--- src/rtl/sweep_stim_gen.sv ---
// -----------------------------------------------------------------------------
// sweep_stim_gen
//   Exhaustive stimulus sequencer for equivalence runs on combinational DUTs.
//   Walks an NCH*LB-bit index through every value (nested or Gray order), and
//   splits the presented code into NCH channels of LB bits, each zero-extended
//   to W bits. Channel 0 takes the top LB bits of the code (slowest), channel
//   NCH-1 the bottom LB bits (fastest). The DUT response is folded into a MISR
//   signature so two netlists can be compared by a single word.
//
// Ports
//   clk, rst_n   bench clock (rising edge), asynchronous active-low reset
//   start        begin a sweep; honoured only in IDLE or DONE
//   mode         0 = nested order, 1 = Gray order; latched together with start
//   hold         stall the sequence while high (ignored during FLUSH)
//   resp         DUT response, OW bits
//   stim         channel c on stim[c*W +: W]
//   stim_valid   stim carries a newly issued pattern this cycle
//   busy         high in RUN or FLUSH
//   done         high in DONE
//   pattern_cnt  number of patterns issued since start
//   signature    MISR value
//   state_dbg    current FSM state (IDLE=0, RUN=1, FLUSH=2, DONE=3)
//
// Flow control: stim_valid is a one-cycle qualifier with no ready. A pattern
// is issued on every RUN edge where hold is low; the pattern is visible on
// stim with stim_valid=1 in the following cycle. With hold high no pattern is
// issued, stim keeps its previous value and stim_valid is 0 the next cycle.
// The response for the pattern shown in cycle X must be on resp in cycle
// X+RESP_LAT; it is folded on the edge closing that cycle.
// -----------------------------------------------------------------------------
module sweep_stim_gen #(
  parameter int               NCH      = 3,
  parameter int               W        = 19,
  parameter int               LB       = 4,
  parameter int               OW       = 20,
  parameter int               SIG_W    = 32,
  parameter logic [SIG_W-1:0] POLY     = SIG_W'(32'h04C11DB7),
  parameter int               RESP_LAT = 0
) (
  input  logic                 clk,
  input  logic                 rst_n,
  input  logic                 start,
  input  logic                 mode,
  input  logic                 hold,
  input  logic [OW-1:0]        resp,
  output logic [NCH*W-1:0]     stim,
  output logic                 stim_valid,
  output logic                 busy,
  output logic                 done,
  output logic [NCH*LB:0]      pattern_cnt,
  output logic [SIG_W-1:0]     signature,
  output logic [1:0]           state_dbg
);

  localparam int IW = NCH * LB;
  // Pipeline is at least one bit wide so the RESP_LAT=0 build still elaborates.
  localparam int PW = (RESP_LAT > 0) ? RESP_LAT : 1;
  localparam logic [IW-1:0] I_LAST = '1;
  localparam logic [2:0] FLUSH_INIT = (RESP_LAT > 0) ? 3'(RESP_LAT - 1) : 3'd0;
  localparam bit LAT0 = (RESP_LAT == 0);

  typedef enum logic [1:0] {
    S_IDLE  = 2'd0,
    S_RUN   = 2'd1,
    S_FLUSH = 2'd2,
    S_DONE  = 2'd3
  } state_t;

  state_t               state_q, state_d;
  logic [IW-1:0]        idx_q, idx_d;
  logic                 mode_q, mode_d;
  logic [NCH*W-1:0]     stim_q, stim_d;
  logic                 stim_valid_q, stim_valid_d;
  logic [IW:0]          cnt_q, cnt_d;
  logic [SIG_W-1:0]     sig_q, sig_d;
  logic [PW-1:0]        vpipe_q, vpipe_d;
  logic [2:0]           flush_q, flush_d;

  logic [IW-1:0]        code;
  logic [NCH*W-1:0]     stim_word;
  logic                 v_d;
  logic [SIG_W-1:0]     sig_next;

  // Presented code: binary index, or its reflected Gray code.
  always_comb begin
    code = mode_q ? (idx_q ^ (idx_q >> 1)) : idx_q;
  end

  // Channel 0 takes the most significant LB bits of the code.
  always_comb begin
    stim_word = '0;
    for (int c = 0; c < NCH; c++) begin
      stim_word[c*W +: W] = W'(code[(NCH-1-c)*LB +: LB]);
    end
  end

  // stim_valid delayed to line up with the DUT response.
  always_comb begin
    v_d = LAT0 ? stim_valid_q : vpipe_q[PW-1];
  end

  // MISR step: shift left (MSB dropped), feedback on the old MSB, inject resp.
  always_comb begin
    sig_next = {sig_q[SIG_W-2:0], 1'b0}
             ^ (sig_q[SIG_W-1] ? POLY : '0)
             ^ SIG_W'(resp);
  end

  always_comb begin
    state_d      = state_q;
    idx_d        = idx_q;
    mode_d       = mode_q;
    stim_d       = stim_q;
    stim_valid_d = 1'b0;
    cnt_d        = cnt_q;
    flush_d      = flush_q;
    vpipe_d      = PW'(vpipe_q << 1) | PW'(stim_valid_q);
    sig_d        = v_d ? sig_next : sig_q;

    case (state_q)
      S_IDLE, S_DONE: begin
        if (start) begin
          state_d = S_RUN;
          idx_d   = '0;
          cnt_d   = '0;
          sig_d   = '0;
          mode_d  = mode;
          // Drop anything still in flight so the new signature starts clean.
          vpipe_d = '0;
        end
      end
      S_RUN: begin
        if (!hold) begin
          stim_d       = stim_word;
          stim_valid_d = 1'b1;
          cnt_d        = cnt_q + (IW+1)'(1);
          idx_d        = idx_q + IW'(1);
          if (idx_q == I_LAST) begin
            if (LAT0) begin
              state_d = S_DONE;
            end else begin
              state_d = S_FLUSH;
              flush_d = FLUSH_INIT;
            end
          end
        end
      end
      S_FLUSH: begin
        // Runs exactly RESP_LAT cycles regardless of hold.
        if (flush_q == 3'd0) begin
          state_d = S_DONE;
        end else begin
          flush_d = flush_q - 3'd1;
        end
      end
      default: begin
        state_d = S_IDLE;
      end
    endcase
  end

  always_ff @(posedge clk or negedge rst_n) begin
    if (!rst_n) begin
      state_q      <= S_IDLE;
      idx_q        <= '0;
      mode_q       <= 1'b0;
      stim_q       <= '0;
      stim_valid_q <= 1'b0;
      cnt_q        <= '0;
      sig_q        <= '0;
      vpipe_q      <= '0;
      flush_q      <= '0;
    end else begin
      state_q      <= state_d;
      idx_q        <= idx_d;
      mode_q       <= mode_d;
      stim_q       <= stim_d;
      stim_valid_q <= stim_valid_d;
      cnt_q        <= cnt_d;
      sig_q        <= sig_d;
      vpipe_q      <= vpipe_d;
      flush_q      <= flush_d;
    end
  end

  always_comb begin
    stim        = stim_q;
    stim_valid  = stim_valid_q;
    busy        = (state_q == S_RUN) || (state_q == S_FLUSH);
    done        = (state_q == S_DONE);
    pattern_cnt = cnt_q;
    signature   = sig_q;
    state_dbg   = state_q;
  end

endmodule

--- config.mk ---
export PLATFORM = sky130hd
export DESIGN_NAME = sweep_stim_gen
export DESIGN_NICKNAME = d
export VERILOG_FILES = /design/src/rtl/sweep_stim_gen.sv
export SDC_FILE = /design/constraint.sdc
export NUM_CORES = 1
export LEC_CHECK = 0
export ABC_AREA = 1
export BUFFER_PORTS_ARGS = -buffer_cell sky130_fd_sc_hd__buf_2
export CORE_MARGIN = 5
export CORE_UTILIZATION = 52
export CTS_BUF_LIST = sky130_fd_sc_hd__clkbuf_16
export CTS_CLUSTER_SIZE = 10
export DETAILED_ROUTE_END_ITERATION = 12
export PLACE_DENSITY = 0.84
export SETUP_SLACK_MARGIN = 0.15
export SYNTH_ARGS = -nofsm -noshare
export SYNTH_HDL_FRONTEND = slang
export SYNTH_SLANG_ARGS = --single-unit
export TNS_END_PERCENT = 30
--- constraint.sdc ---
create_clock -name clk -period 1.9 [get_ports clk]
set_input_delay 0.095 -clock clk [delete_from_list [all_inputs] [get_ports clk]]
set_output_delay 0.095 -clock clk [all_outputs]
set_load 0.03 [all_outputs]
== After elaboration in Yosys (flattened, before gate mapping) ==
Index checks and enable logic that the tools add are counted.
Cells by class
  bitwise gates (word level): 5
  muxes and demuxes: 18
  equal/unequal tests: 8
  reduce and logical (&&, ||, !) cells: 10
  add/sub/neg operators: 3
Operators by type and width (count)
  32-bit two-way mux: 3
  12-bit two-way mux: 3
  32-bit by 20-bit XOR with 32-bit output: 1
  32-bit by 27-bit XOR with 32-bit output: 1
  27-bit two-way mux: 1
  13-bit two-way mux: 2
  13-bit case mux with 2 select lines: 1
  12-bit case mux with 2 select lines: 1
  13-bit by 1-bit adder with 13-bit output (second input constant): 1
  12-bit by 1-bit adder with 12-bit output (second input constant): 1
  12-bit equality test (second input constant): 1
  12-bit by 11-bit XOR with 12-bit output: 1
  2-bit two-way mux: 4
  2-bit inequality test (second input constant): 4
  2-bit case mux with 3 select lines: 1
  2-bit AND reduction: 3
  2-bit equality test (second input constant): 2
  4-bit AND reduction: 1
  3-bit zero test: 1
  3-bit AND reduction: 1
  3-bit by 1-bit subtractor with 3-bit output (second input constant): 1
  2-bit by 1-bit equality test with 1-bit output (second input constant): 1
  2-bit zero test: 1
  1-bit two-way mux: 2
  other kinds (4): 5
Word-level totals
  input port bits: 25
  word-level logic and storage cells: 52
  flip-flop bits (word level): 76

== Longest topological paths before layout ==
  depth after elaboration: 6
  mapped depth: 12

== Worst setup path before layout ==
OpenSTA, ideal clock, no wires.
  path type: reg-to-reg
  start point: reg state_q[0], in the netlist state_dbg[0]
  end point: reg idx_q[3]
  slack: 16 ps
  arrival: 1761 ps
  period minus slack after synthesis: 1884 ps
  cell stages (with the launch flop): 10
  data required time: 1777 ps
  cells stage by stage: dfrtp_1 > inv_1 > ha_1 > inv_1 > nand2_4 > nand3_2 > buf_4 > nor2_2 > o21ai_0 > nor2_1
Between the ends
  cells in the longest elaborated chain, start to end: 4
  elaborated cells on any way between the ends: 9
Ends and longest elaborated chain
  start, declared: line 69  | state_t state_q, state_d;
  start signal, assigned: line 174  | state_q <= state_d;
  2-bit equality test / 2-bit zero test (equally long branches): line 120  | case (state_q)
  2-bit OR reduction: line 120
  2-bit inequality test (no line) / 2-bit nonzero test (equally long branches)
  3-bit AND reduction (no line)
  end signal, assigned: line 175  | idx_q <= idx_d;
  end, declared: line 70  | logic [IW-1:0] idx_q, idx_d;
Parallel ways exist; a longest one is shown, timed or not.
A chain may end at the register's enable or synchronous reset.

== Worst setup path after layout ==
  start point: reg state_q[1], in the netlist state_dbg[1]
  end point: reg idx_q[3]
Same word-level chain as after synthesis.

==> summary.md <==
| Metric | Value |
|---|---|
| Outcome | finished clean |
| DP Wirelength | 7750 um |
| Compound-cell area share of the yosys netlist | 9.84% |
| Synth Cell Area | 4420 um2 |
| Synth unique cells | 31 |
| Endpoints failing setup | 0 |
| Worst Path Required | 2.17 ns |
| Pre-CTS WS | 0.00110 ns |
| Post-synthesis mux area share | 0% |
| Ys Warns | 0 |
| Leakage | 2.72 nW |
| Clock share of power | 30.7% |
| Synth Area in Adders | approximately 4.8% |
| Starting density of the core | 53.6% |
| Vias per cell | 5.12 |
| Final ANT Viol Nets | 0 |
| Gate Count Post-Synth | 557 |
| Ports | ~130 |
| Sequential power share | between 30% and 40% |
| Die area | between 10000 and 15000 um2 |
| Area Growth Syn to Fin | 19.4% |
| Top cell by count, worst path | inv_1 |
| Post-Route Setup TNS | 0 ns |
| Pin count of the biggest net entering global routing | 58 |
| Core Region | 8260 um2 |
| Die width | 102 um |
| Multi-input gate area | 2040 um2 |
| WL/cell | 14.6 um |
| First-pass GRT wire length | 17800 um |
| Pins over their slew limit | 0 |
| Clock slew at reported path FFs | 0.06 ns |
| Grt ovf | 0 |
| Max Clk Rate | 0.582 GHz |
| Drc violations | 0 |
| Skew final | 0.00525 ns |
| I/O Buffers | between 80 and 90 |
| Worst Path Buf+Inv | 3 |
| FF+latch area | 1900 um2 |
| CP Launch Type | register |
| Xor/xnor share of the synthesized area | 4.95% |
| Cell taking the most area after synthesis | dfrtp_1 |
| Synth top area share | around 43% |
| Worst hold path type | input port to register |
| Clk sinks | 76 |
| Maxcap violations | 0 |
| Num rows | 33 |
| Worst-Margin Slew | 0.512 ns |
| Drt total wl | roughly 11000 um |
| Fillcell total | 664 |
| Int Pwr | approximately 3.9 mW |
| FF+latch count, synth | 76 |
| Vias in the first global route | roughly 3800 |
| Crit-path max FO | 11 |
| Cell chosen for the clock root | clkbuf_16 |
| Drt first-iter violations | slightly below 300 |
| PnR worst setup slack | around 0.18 ns |
| Sequential area share after synthesis | between 40% and 50% |
| Worst Setup Path Type | register to register |
| Switching share of power | between 30% and 40% |
| Largest family of logic cells by synthesized area | simple AND/OR/NAND/NOR gates |
| Fin crit share | 90.4% |
| CP cell instances | inv_1, ha_2, buf_4, nor2_2, inv_1, o21ai_0, nor2_1 |
| GPL Wtd Cong | around 0.83 |
| Antenna cells | 0 |
| Via count | 3897 |
| Critical path's top delay family | buffers and inverters |
| Maximum cell stage delay along the critical path | ~0.45 ns |
| Clk buf depth | 2 |
| Logic pwr share | 32.9% |
| Max rail drop VDD | 0.758 mV |
| Post-Route Utilization | 64.0% |
| Share of layout cells above drive strength 1 | 21.2% |
| Total global-route track usage | 21.6% |
| Endpoints failing hold | 0 |
| Initial antenna violation count | 0 |
| Chip height | 102 um |
| Number of H-tree levels | 3 |
| Simple-Gate Fraction of Synth Area | 21.8% |
| Rel. slew slack | 65.9% |
| Sw Pwr | 2.54 mW |
| Minimum clock period | 1.72 ns |
| Worst EP arrival | 1.98 ns |
| Worst Setup End Kind | register |
| Syn Area/Cell | 7.94 um2 |
| Num CTS Buffers | 9 |
| Power Dens Cells | 1230 nW/um2 |
| Final net count | 693 |
| Top cells by area, synth | dfrtp_1, nand2_1, buf_4 |
| DRT Pass-1 Iters | 5 |
| Final hold slack | between 0.1 and 0.15 ns |
| Unrepaired setup endpoints after global routing | true |
| CTS tree | done |
| Slowest-stage cell, CP | dfrtp_2 |
| Worst-Skew Late Latency | 0.34 ns |
-- power groups by stage --
stage	combinational [mW]	sequential (mW)	clock [mW]
floorplan	0.981	2.91	0
global placement	2.04	2.35	0
detailed placement	2.09	2.37	0
CTS	2.13	2.35	2.00
global route	2.36	2.41	2.09
finish	2.14	2.36	1.99
-- repair_timing --
item | CTS | global route
hold endpoints to repair | 38 | 0
setup endpoints to repair | 11 | 26
gates cloned | 0 | 1
hold buffers | 2 | 0
gates resized for setup | 4 | 8
setup buffers | 0 | 2
pin swaps | 0 | 0
-- layer usage --
layer	global-route usage, %	share of wire, %	vias to the layer above
li1	-	-	1851
met1	27.5	41	1832
met2	35.5	50	186
met3	4.51	6.8	28
met4	9.89	2.5	0
met5	0	0	-
-- registers in the layout (all words and copies together), names as in the netlist --
| signal | flops |
|---|---|
| signature | 32 |
| pattern_cnt | 13 |
| idx_q | 12 |
| stim | 12 |
| flush_q | 3 |
| state_dbg | 2 |
| mode_q | 1 |
| stim_valid | 1 |
-- through the flow --
stage | power [mW] | instance area, um2 | cells
finish | 6.49 | 5280 | 761
global route | 6.87 | 5280 | 761
detailed placement | 4.46 | 4820 | 740
floorplan | 3.89 | 4590 | 601
global placement | 4.39 | 4820 | 740
CTS | 6.49 | 5220 | 758
-- worst min-delay path: stages --
cell      delay [ns]
buf_2           0.08
xnor2_1         0.06
nand2_1         0.05
o211ai_1        0.07
inv_1           0.05
-- layout by cell type, fill, tap and decap left out, drive strengths merged --
cell type,instances
nand3,18
nand3b,1
dfrtp,76
nor3b,1
a21oi,11
a21boi,1
buf,101
clkinv,3
nor3,7
nand4,6
bufinv,3
inv,63
nor2,92
xor2,2
ha,17
xnor2,23
clkbuf,9
o211ai,13
dlygate4sd3,2
a32o,1
conb,45
clkinvlp,3
nand2,105
o21ai,53
-- logic make-up after synthesis --
| family | count (synthesis) |
|---|---|
| other cells | 1 |
| flops | 76 |
| simple gates | 230 |
| compound gates | 79 |
| fa+ha+maj | 17 |
| xor+xnor | 25 |
| buf+inv | 129 |
-- synthesized netlist by cell type, drive strengths merged --
library cell and count:
nand2 105, nor2 92, dfrtp 76, inv 63
buf 60, o21ai 53, xnor2 23, nand3 18
ha 17, o211ai 13, a21oi 11, nor3 7
nand4 6, clkbuf 5, xor2 2, a21boi 1
a32o 1, clkinv 1, conb 1, nand3b 1
nor3b 1
-- path summary, 6_finish.rpt --
| check | slack (ns) | cells after the start | start | end |
|---|---|---|---|---|
| setup reg to reg | 0.18 | 7 | state_dbg[1] | idx_q[3] |
| hold reg to reg | 0.47 | 1 | flush_q[0] | flush_q[0] |
| max in group asynchronous | 1.03 | 3 | rst_n | pattern_cnt[6] |
| min in group asynchronous | 0.26 | 2 | rst_n | signature[17] |
| setup / recovery | 0.18 | 7 | state_dbg[1] | idx_q[3] |
| hold / removal | 0.11 | 5 | resp[19] | signature[19] |
-- final cells by class --
type                    instances  share of cell area [%]
clock buffers                   9                    4.26
clock inverters                 7                    2.35
inverters                      64                    4.67
multi-input cells             396                    38.5
flip-flops and latches         76                    36.1
well taps                     105                    2.49
repair buffers                103                    11.5
repair inverters                1                   0.142
(Power assumes the default switching activity.)
